==> src/rtl/cnn_pkg.sv <==
//------------------------------------------------------------------------------
// Module   : cnn_pkg
// Brief    : Shared defaults, FSM state type and saturation helpers for the
//            convolution MAC datapath.
// Revision : 1.0 - initial release
//------------------------------------------------------------------------------
`default_nettype none

package cnn_pkg;

    localparam int c_data_w_def = 8;
    localparam int c_ksize_def  = 3;
    localparam int c_out_w_def  = 17;

    typedef enum logic [0:0] {
        ACCUM = 1'b0,
        HOLD  = 1'b1
    } mac_state_t;

    // Width of a counter able to index taps-1; never narrower than one bit.
    function automatic int tap_cnt_w(input int taps);
        return (taps > 1) ? $clog2(taps) : 1;
    endfunction

    // Clamp a sign-extended value into the signed range of a w-bit result.
    function automatic logic signed [63:0] sat(input logic signed [63:0] v, input int w);
        logic signed [63:0] hi;
        logic signed [63:0] lo;
        hi = (64'sd1 <<< (w - 1)) - 64'sd1;
        lo = -(64'sd1 <<< (w - 1));
        if (v > hi) begin
            return hi;
        end
        if (v < lo) begin
            return lo;
        end
        return v;
    endfunction

endpackage

`default_nettype wire

==> src/rtl/mac_sat_stage.sv <==
//------------------------------------------------------------------------------
// Module   : mac_sat_stage
// Brief    : Final-tap sum (acc + product + bias) with saturation to OUT_W.
//            Optional ReLU activation when MAC_RELU_EN is defined.
// Revision : 1.0 - initial release
//------------------------------------------------------------------------------
`default_nettype none

module mac_sat_stage
    import cnn_pkg::*;
#(
    parameter int ACC_W = 21,
    parameter int OUT_W = 17
) (
    input  logic signed [ACC_W-1:0] acc,
    input  logic signed [ACC_W-1:0] prod,
    input  logic signed [OUT_W-1:0] bias,
    output logic signed [OUT_W-1:0] sat_pix,
    output logic                    sat_ovf
);

    logic signed [ACC_W-1:0] w_sum;
    logic signed [63:0]      w_sum64;
    logic signed [63:0]      w_clamp;

    assign w_sum   = acc + prod + ACC_W'(bias);
    assign w_sum64 = 64'(w_sum);
    assign w_clamp = sat(w_sum64, OUT_W);

`ifdef MAC_RELU_EN
    // Negative sums collapse to zero, so only the upper clamp counts as overflow.
    assign sat_pix = w_clamp[63] ? '0 : OUT_W'(w_clamp);
    assign sat_ovf = (w_sum64 > w_clamp);
`else
    assign sat_pix = OUT_W'(w_clamp);
    assign sat_ovf = (w_sum64 != w_clamp);
`endif

endmodule

`default_nettype wire

==> src/rtl/conv_mac_unit.sv <==
//------------------------------------------------------------------------------
// Module   : conv_mac_unit
// Brief    : Streaming KSIZE*KSIZE multiply-accumulate for one convolution
//            output pixel with bias, saturation and optional ReLU (MAC_RELU_EN).
// Revision : 1.0 - initial release
//------------------------------------------------------------------------------
`default_nettype none

module conv_mac_unit
    import cnn_pkg::*;
#(
    parameter  int DATA_W  = c_data_w_def,
    parameter  int KSIZE   = c_ksize_def,
    parameter  int ACC_W   = 2*DATA_W + $clog2(KSIZE*KSIZE) + 1,
    parameter  int OUT_W   = c_out_w_def,
    localparam int c_taps  = KSIZE*KSIZE,
    localparam int c_tap_w = tap_cnt_w(c_taps)
) (
    input  logic                     clk,
    input  logic                     rst_n,
    input  logic                     clear,
    input  logic                     in_valid,
    output logic                     in_ready,
    input  logic signed [DATA_W-1:0] kernel_weights,
    input  logic signed [DATA_W-1:0] in_pix,
    input  logic signed [OUT_W-1:0]  bias,
    output logic [c_tap_w-1:0]       tap_idx,
    output logic                     out_valid,
    input  logic                     out_ready,
    output logic signed [OUT_W-1:0]  out_pix,
    output logic                     ovf
);

    mac_state_t                r_state;
    logic signed [ACC_W-1:0]   r_acc;
    logic [c_tap_w-1:0]        r_tap;
    logic signed [OUT_W-1:0]   r_out_pix;
    logic                      r_ovf;

    logic signed [2*DATA_W-1:0] w_prod_raw;
    logic signed [ACC_W-1:0]    w_prod;
    logic                       w_fire;
    logic                       w_last;
    logic signed [OUT_W-1:0]    w_sat_pix;
    logic                       w_sat_ovf;

    assign in_ready   = (r_state == ACCUM) | out_ready;
    assign w_fire     = in_valid & in_ready & ~clear;
    assign w_last     = (r_tap == c_tap_w'(c_taps - 1));
    assign w_prod_raw = kernel_weights * in_pix;
    assign w_prod     = ACC_W'(w_prod_raw);

    mac_sat_stage #(
        .ACC_W (ACC_W),
        .OUT_W (OUT_W)
    ) u_sat (
        .acc     (r_acc),
        .prod    (w_prod),
        .bias    (bias),
        .sat_pix (w_sat_pix),
        .sat_ovf (w_sat_ovf)
    );

    always_ff @(posedge clk or negedge rst_n) begin
        if (!rst_n) begin
            r_state   <= ACCUM;
            r_acc     <= '0;
            r_tap     <= '0;
            r_out_pix <= '0;
            r_ovf     <= 1'b0;
        end else begin
            // A clear drops the partial window but leaves any pending result alone.
            if (clear) begin
                r_acc <= '0;
                r_tap <= '0;
            end else if (w_fire) begin
                if (w_last) begin
                    r_acc <= '0;
                    r_tap <= '0;
                end else begin
                    r_acc <= r_acc + w_prod;
                    r_tap <= r_tap + 1'b1;
                end
            end

            if (w_fire && w_last) begin
                r_out_pix <= w_sat_pix;
                r_ovf     <= w_sat_ovf;
                r_state   <= HOLD;
            end else if ((r_state == HOLD) && out_ready) begin
                r_state   <= ACCUM;
            end
        end
    end

    assign tap_idx   = r_tap;
    assign out_valid = (r_state == HOLD);
    assign out_pix   = r_out_pix;
    assign ovf       = r_ovf;

endmodule

`default_nettype wire
==> config.mk <==
export PLATFORM = sky130hd
export DESIGN_NAME = conv_mac_unit
export DESIGN_NICKNAME = d
export VERILOG_FILES = /design/src/rtl/cnn_pkg.sv /design/src/rtl/mac_sat_stage.sv /design/src/rtl/conv_mac_unit.sv
export SDC_FILE = /design/constraint.sdc
export NUM_CORES = 1
export LEC_CHECK = 0
export BUFFER_PORTS_ARGS = -buffer_cell sky130_fd_sc_hd__buf_2
export CAP_MARGIN = 20
export CORE_ASPECT_RATIO = 1.2
export CORE_MARGIN = 1
export CORE_UTILIZATION = 50
export CTS_CLUSTER_DIAMETER = 150
export DETAILED_ROUTE_END_ITERATION = 16
export PLACE_DENSITY = 0.74
export SLEW_MARGIN = 0
export SYNTH_ARGS = -nofsm -noshare
export SYNTH_HDL_FRONTEND = slang
export SYNTH_HIERARCHICAL = 1
export SYNTH_SLANG_ARGS = --single-unit
==> constraint.sdc <==
create_clock -name clk -period 5.75 [get_ports clk]
set_input_delay 0 -clock clk [delete_from_list [all_inputs] [get_ports clk]]
set_output_delay 0 -clock clk [all_outputs]
set_load 0.01 [all_outputs]
**Yosys cells after proc, flatten, opt, wreduce, memory -nomap -nowiden**

Index checks and enable logic that the tools add are counted.

- Register bits after elaboration: 44
- Input port bits: 38
- Word-level logic and storage cells: 37
- Output and inout port bits: 24

- Bitwise operators: 5
- Mux-type cells: 15
- $mul: 1
- Order comparisons: 2
- $add $sub $neg: 3
- Eq/ne operators: 2
- Reductions and logical operators: 4

Operators with widths:

| cell | count |
|---|---|
| $mux 64 | 4 |
| $ne 21x64->1 | 1 |
| $mux 21 | 3 |
| $add 21x16->21 | 1 |
| $add 21x17->21 | 1 |
| $gt 21x17->1 const B | 1 |
| $lt 21x17->1 const B | 1 |
| $mul 8x8->16 | 1 |
| $mux 4 | 3 |
| $mux 1 | 5 |
| $add 4x1->4 const B | 1 |
| $eq 4x4->1 const B | 1 |
| $reduce_bool 2->1 | 2 |
| $and 1x1->1 | 2 |
| $logic_and 1x1->1 | 2 |
| $not 1->1 | 2 |
| $or 1x1->1 | 1 |

**Logic depth before layout (Yosys ltp)**

- Depth in word-level cells: 9
- Gate-level depth with buffers: 34
- Mapped depth without buffers: 33

**Modules after synthesis**

The synthesis kept the hierarchy.

By module, submodules not included:

| module | sequential area each (sq um) | instances | area an instance (sq um) | cells each |
|---|---|---|---|---|
| conv_mac_unit | 1101.1 | 1 | 5032.3 | 522 |
| mac_sat_stage | 0.0 | 1 | 1820.5 | 217 |

**Least setup slack after synthesis**

OpenSTA, ideal clock, no wires.

- Path kind: in2reg
- Start point: input kernel_weights[7]
- End point: register r_out_pix[10], in the netlist out_pix[10]
- Data required time: 5622 ps
- Arrival time: 7448 ps
- Setup slack: -1826 ps
- Stages on the path: 27
- Setup time: 128 ps
- Path buffers: 2
- Cells stage by stage: and2_1 -> fa_1 -> inv_1 -> fa_1 -> inv_1 -> fa_1 -> inv_1 -> fa_1 -> inv_1 -> ha_1 -> o2111ai_1 -> o211ai_1 -> o211ai_1 -> xnor2_1 -> fa_1 -> ha_1 -> clkbuf_1 -> a21o_2 -> o41a_1 -> a221oi_2 -> xor2_1 -> nor4_1 -> nand2_1 -> ha_1 -> clkbuf_1 -> o21ai_1 -> mux2_1

- Cells in the longest elaborated chain, start to end: 8
- Elaborated cells between the ends (all ways): 11
- Classes of those cells: 2 x add/sub; 1 x mul; 2 x order compare; 6 x mux

RTL lines:

| what | line | text |
|---|---|---|
| from (decl) | conv_mac_unit.sv:24 | `input logic signed [DATA_W-1:0] kernel_weights,` |
| $mul 8x8->16 * | conv_mac_unit.sv:50 | `assign w_prod_raw = kernel_weights * in_pix;` |
| net w_prod_raw[15] | conv_mac_unit.sv:40 | `logic signed [2*DATA_W-1:0] w_prod_raw;` |
| $add 21x16->21 * | mac_sat_stage.sv:26 | `assign w_sum = acc + prod + ACC_W'(bias);` |
| $add 21x17->21 * | mac_sat_stage.sv:26 |  |
| $lt 21x17->1 | cnn_pkg.sv:34 | `if (v < lo) begin` |
| $mux 1 (2 in series) | cnn_pkg.sv:34 |  |
| $mux 64 | cnn_pkg.sv:37 | `return v;` |
| $mux 64 * | cnn_pkg.sv:34 |  |
| net w_sat_pix[10] | conv_mac_unit.sv:44 | `logic signed [OUT_W-1:0] w_sat_pix;` |
| to (signal assigned) | conv_mac_unit.sv:87 | `r_out_pix <= w_sat_pix;` |
| to (decl) | conv_mac_unit.sv:37 | `logic signed [OUT_W-1:0] r_out_pix;` |

The timed path passes the listed nets; every way through them passes the cells marked *. The select of a mux whose other input is x is not followed.
A chain may end at the register's enable or synchronous reset.

**Worst setup path after layout**

- Start point: input kernel_weights[1]
- End point: register r_out_pix[1], in the netlist out_pix[1]

Same word-level chain as after synthesis.

==> results.py <==
metrics = {
    "run_status": {
        "outcome": "finished with violations",
        "violations": "setup timing",
    },
    "drt": {
        "vias_per_cell": 5.41,
        "antenna_left": 0,
        "routedWlPerCell_um": 16.0,
        "vias": 5981,
        "drt_first_pass_iters": 5,
        "drt_iter0_drc": 221,
        "drc": 0,
        "wl_um": 17700,
    },
    "critical_path": {
        "end_kind": "flip-flop",
        "r2r_end": "out_pix[1]",
        "worstPathMaxFanout": 8,
        "worstPathRequired_ns": 5.92,
        "cp-start-kind": "input port",
        "regToRegStartpoint": "r_acc[1]",
        "r2r_cells": 15,
        "path_class": "input port to flip-flop",
        "cp.arrival_ns": 6.87,
        "rrSetupSlack_ns": 1.58,
    },
    "cts": {
        "insertion_delay_ns": 0.30,
        "cts_buffers": 5,
        "clk_pin_slew_ns": 0.07,
        "cts_tree": "done",
        "clk_path_buf_depth": 2,
        "cts_sinks": 44,
        "htreeDepth": 2,
        "cts_root_buf": "clkbuf_16",
    },
    "run": {
        "drv_cap": 0,
    },
    "cells_and_area": {
        "nFillCells": 934,
        "nNetsFinal": 1124,
        "final_layout_size_suffix_gt1_share_pct": 35.3,
        "multi_input_area_mm2": 0.00588,
        "syn2layout_area_growth_pct": 35.7,
        "regArea_mm2": 0.00110,
        "final_common_cell": "buf_4",
        "layout_common_cells": "buf_4 (138), inv_1 (91), fa_1 (75), nand2_1 (58), ha_1 (55)",
        "antenna_cells": 0,
    },
    "global_routing": {
        "grt_use_met1_pct": 28.0,
        "grt_max_degree": 45,
        "busiest_layer": "met2",
        "grtUsageMet3_pct": 2.20,
        "use_met2_pct": 50.9,
        "grt_pass1_wl_um": 29200,
        "grt_overflow": 0,
        "grt_usage_pct": 25.9,
        "antenna_found_initial": 0,
        "grt_pass1_vias": 6555,
    },
    "worst_hold_path": {
        "holdPathEnd": "out_valid",
        "hold_depth": 3,
        "min_from": "out_ready",
        "hold_class": "input port to flip-flop",
    },
    "synthesis": {
        "ys_seq_area_share_pct": 16.1,
        "ys_ff_latch": 44,
        "synthArstFlopShare_pct": 100,
        "synth_edf_count": 0,
        "synth_cells": 739,
        "ys_types": 71,
        "synthFlopType": "dfrtp_1",
        "yosys_warnings": 6,
        "syn_nets": 926,
        "synth_area_per_cell_um2": 9.27,
        "syn_area_mm2": 0.00685,
    },
    "die": {
        "start_util_pct": 51.5,
        "die_area_mm2": 0.0142,
        "dieWidth_um": 109,
        "io_pins": 62,
        "die_y_um": 130,
        "core-area_mm2": 0.0133,
        "rows": 46,
    },
    "placement": {
        "place.gp.congestion": 0.917,
        "dpl.hpwl_um": 13700,
        "place_ws_ns": -1.29,
        "portBuffers": 61,
    },
    "timing": {
        "timing.final.crit_share_pct": 116,
        "setup_violations": 18,
        "relSlewSlack_pct": 49.0,
        "tightest_slew_ns": 0.763,
        "maxSlewViolCount": 0,
        "hold_viol": 0,
        "setup_ws_ns": -0.948,
        "final.min_clock_period_ns": 6.70,
        "grt_setup_unrepaired": "true",
        "finClkSkew_ns": 0.00775,
        "fmax_mhz": 149,
    },
}
## sequential cells by signal (all words and copies together) (netlist names)
signal,cells
out_pix,17
tap_idx,4
out_valid,1
r_acc,21
ovf,1
## final cells by class
cell class,instances,share of cell area [%]
Tap cell,168,2.26
Clock buffer,6,1.49
Inverter,102,4.12
Clock inverter,2,0.417
Timing Repair Buffer,202,16.6
Multi-Input combinational cell,582,63.3
Sequential cell,44,11.8
## metrics by stage
stage	instances	hold WS, ns	util (%)	instance area, um^2	setup TNS (ns)
floorplan	739	-0.296	-	7080	-14.82
global placement	1079	0.205	63.5	8450	-19.95
detailed placement	1079	0.218	63.5	8450	-21.82
CTS	1102	0.0188	68.6	9110	-11.79
global route	1106	0.0584	70.0	9300	-20.11
finish	1106	0.0248	70.0	9300	-15.66
## cells in the mapped netlist (all sizes together) (4+ instances only)
cell type	count	share of area, %
o21bai	5	0.55
dfrtp	44	16
a21oi	30	2.2
nor2	26	1.4
o211ai	4	0.51
xnor2	27	3.5
clkbuf	9	0.66
and3	8	0.82
nand2b	8	0.77
o21ai	53	3.9
nand2	64	3.5
nor2b	7	0.64
a211oi	11	1.5
nand4	4	0.37
mux2	19	3.1
xor2	25	3.2
a31oi	4	0.80
nor3	8	0.66
and2	39	3.6
a21o	24	2.6
nand3	6	0.44
o21a	11	1.2
ha	72	13
inv	102	5.6
o31ai	4	0.44
fa	77	22
## worst max-delay path by stage
stage                                  from          end  slack, ns  depth (start not counted)
after floorplan           kernel_weights[7]          ovf      -0.91                         27
after global placement    kernel_weights[4]   out_pix[4]      -1.17                         33
after detailed placement  kernel_weights[4]  out_pix[15]      -1.29                         32
after CTS                 kernel_weights[7]          ovf      -0.71                         31
after global routing      kernel_weights[3]   out_pix[1]      -1.20                         34
final                     kernel_weights[1]   out_pix[1]      -0.95                         26
## layer usage
metal,vias to the layer above,part of all wire [%]
met5,-,0
met4,0,3.3
met3,43,1.7
met2,106,55
met1,2926,39
li1,2906,-
## kinds of logic (layout without fill, tap and decap cells)
| kind of cell | Yosys count | in the layout | share of synthesized area (%) |
|---|---|---|---|
| flip-flops | 44 | 44 | 16.1 |
| multiplexers | 19 | 19 | 3.12 |
| adder cells (fa/ha/maj) | 149 | 149 | 35.6 |
| XOR/XNOR | 52 | 52 | 6.65 |
| AO/OA/AOI/OAI | 178 | 178 | 18.2 |
| AND/OR/NAND/NOR | 183 | 184 | 13.7 |
| buffers and inverters | 114 | 312 | 6.65 |
## what timing repair did
item                                    CTS  global route
gates cloned                              2             0
endpoints found under the setup margin   18            19
pin swaps                                59            14
hold buffers                              1             0
buffers inserted                         12             2
resized for setup                        82            29
hold endpoints to repair                 44             0
## critical path, stage by stage
cell       delay [ns]
buf_4            0.15
nand2b_4         0.14
fa_1             0.55
fa_1             0.45
fa_1             0.50
fa_1             0.54
inv_1            0.06
ha_4             0.16
or4_4            0.54
o2111ai_4        0.09
o211ai_1         0.12
o211ai_1         0.15
xnor2_2          0.15
buf_6            0.15
fa_1             0.46
ha_1             0.42
o21a_1           0.20
o31ai_2          0.12
o311ai_1         0.42
a211oi_1         0.14
nor4_2           0.32
nand2_1          0.17
ha_4             0.35
buf_6            0.15
o21ai_1          0.07
mux2_4           0.27
Power is left out: the tool's default activity adds up to more than one toggle a clock period on the data nets, which glitch-free logic cannot reach.
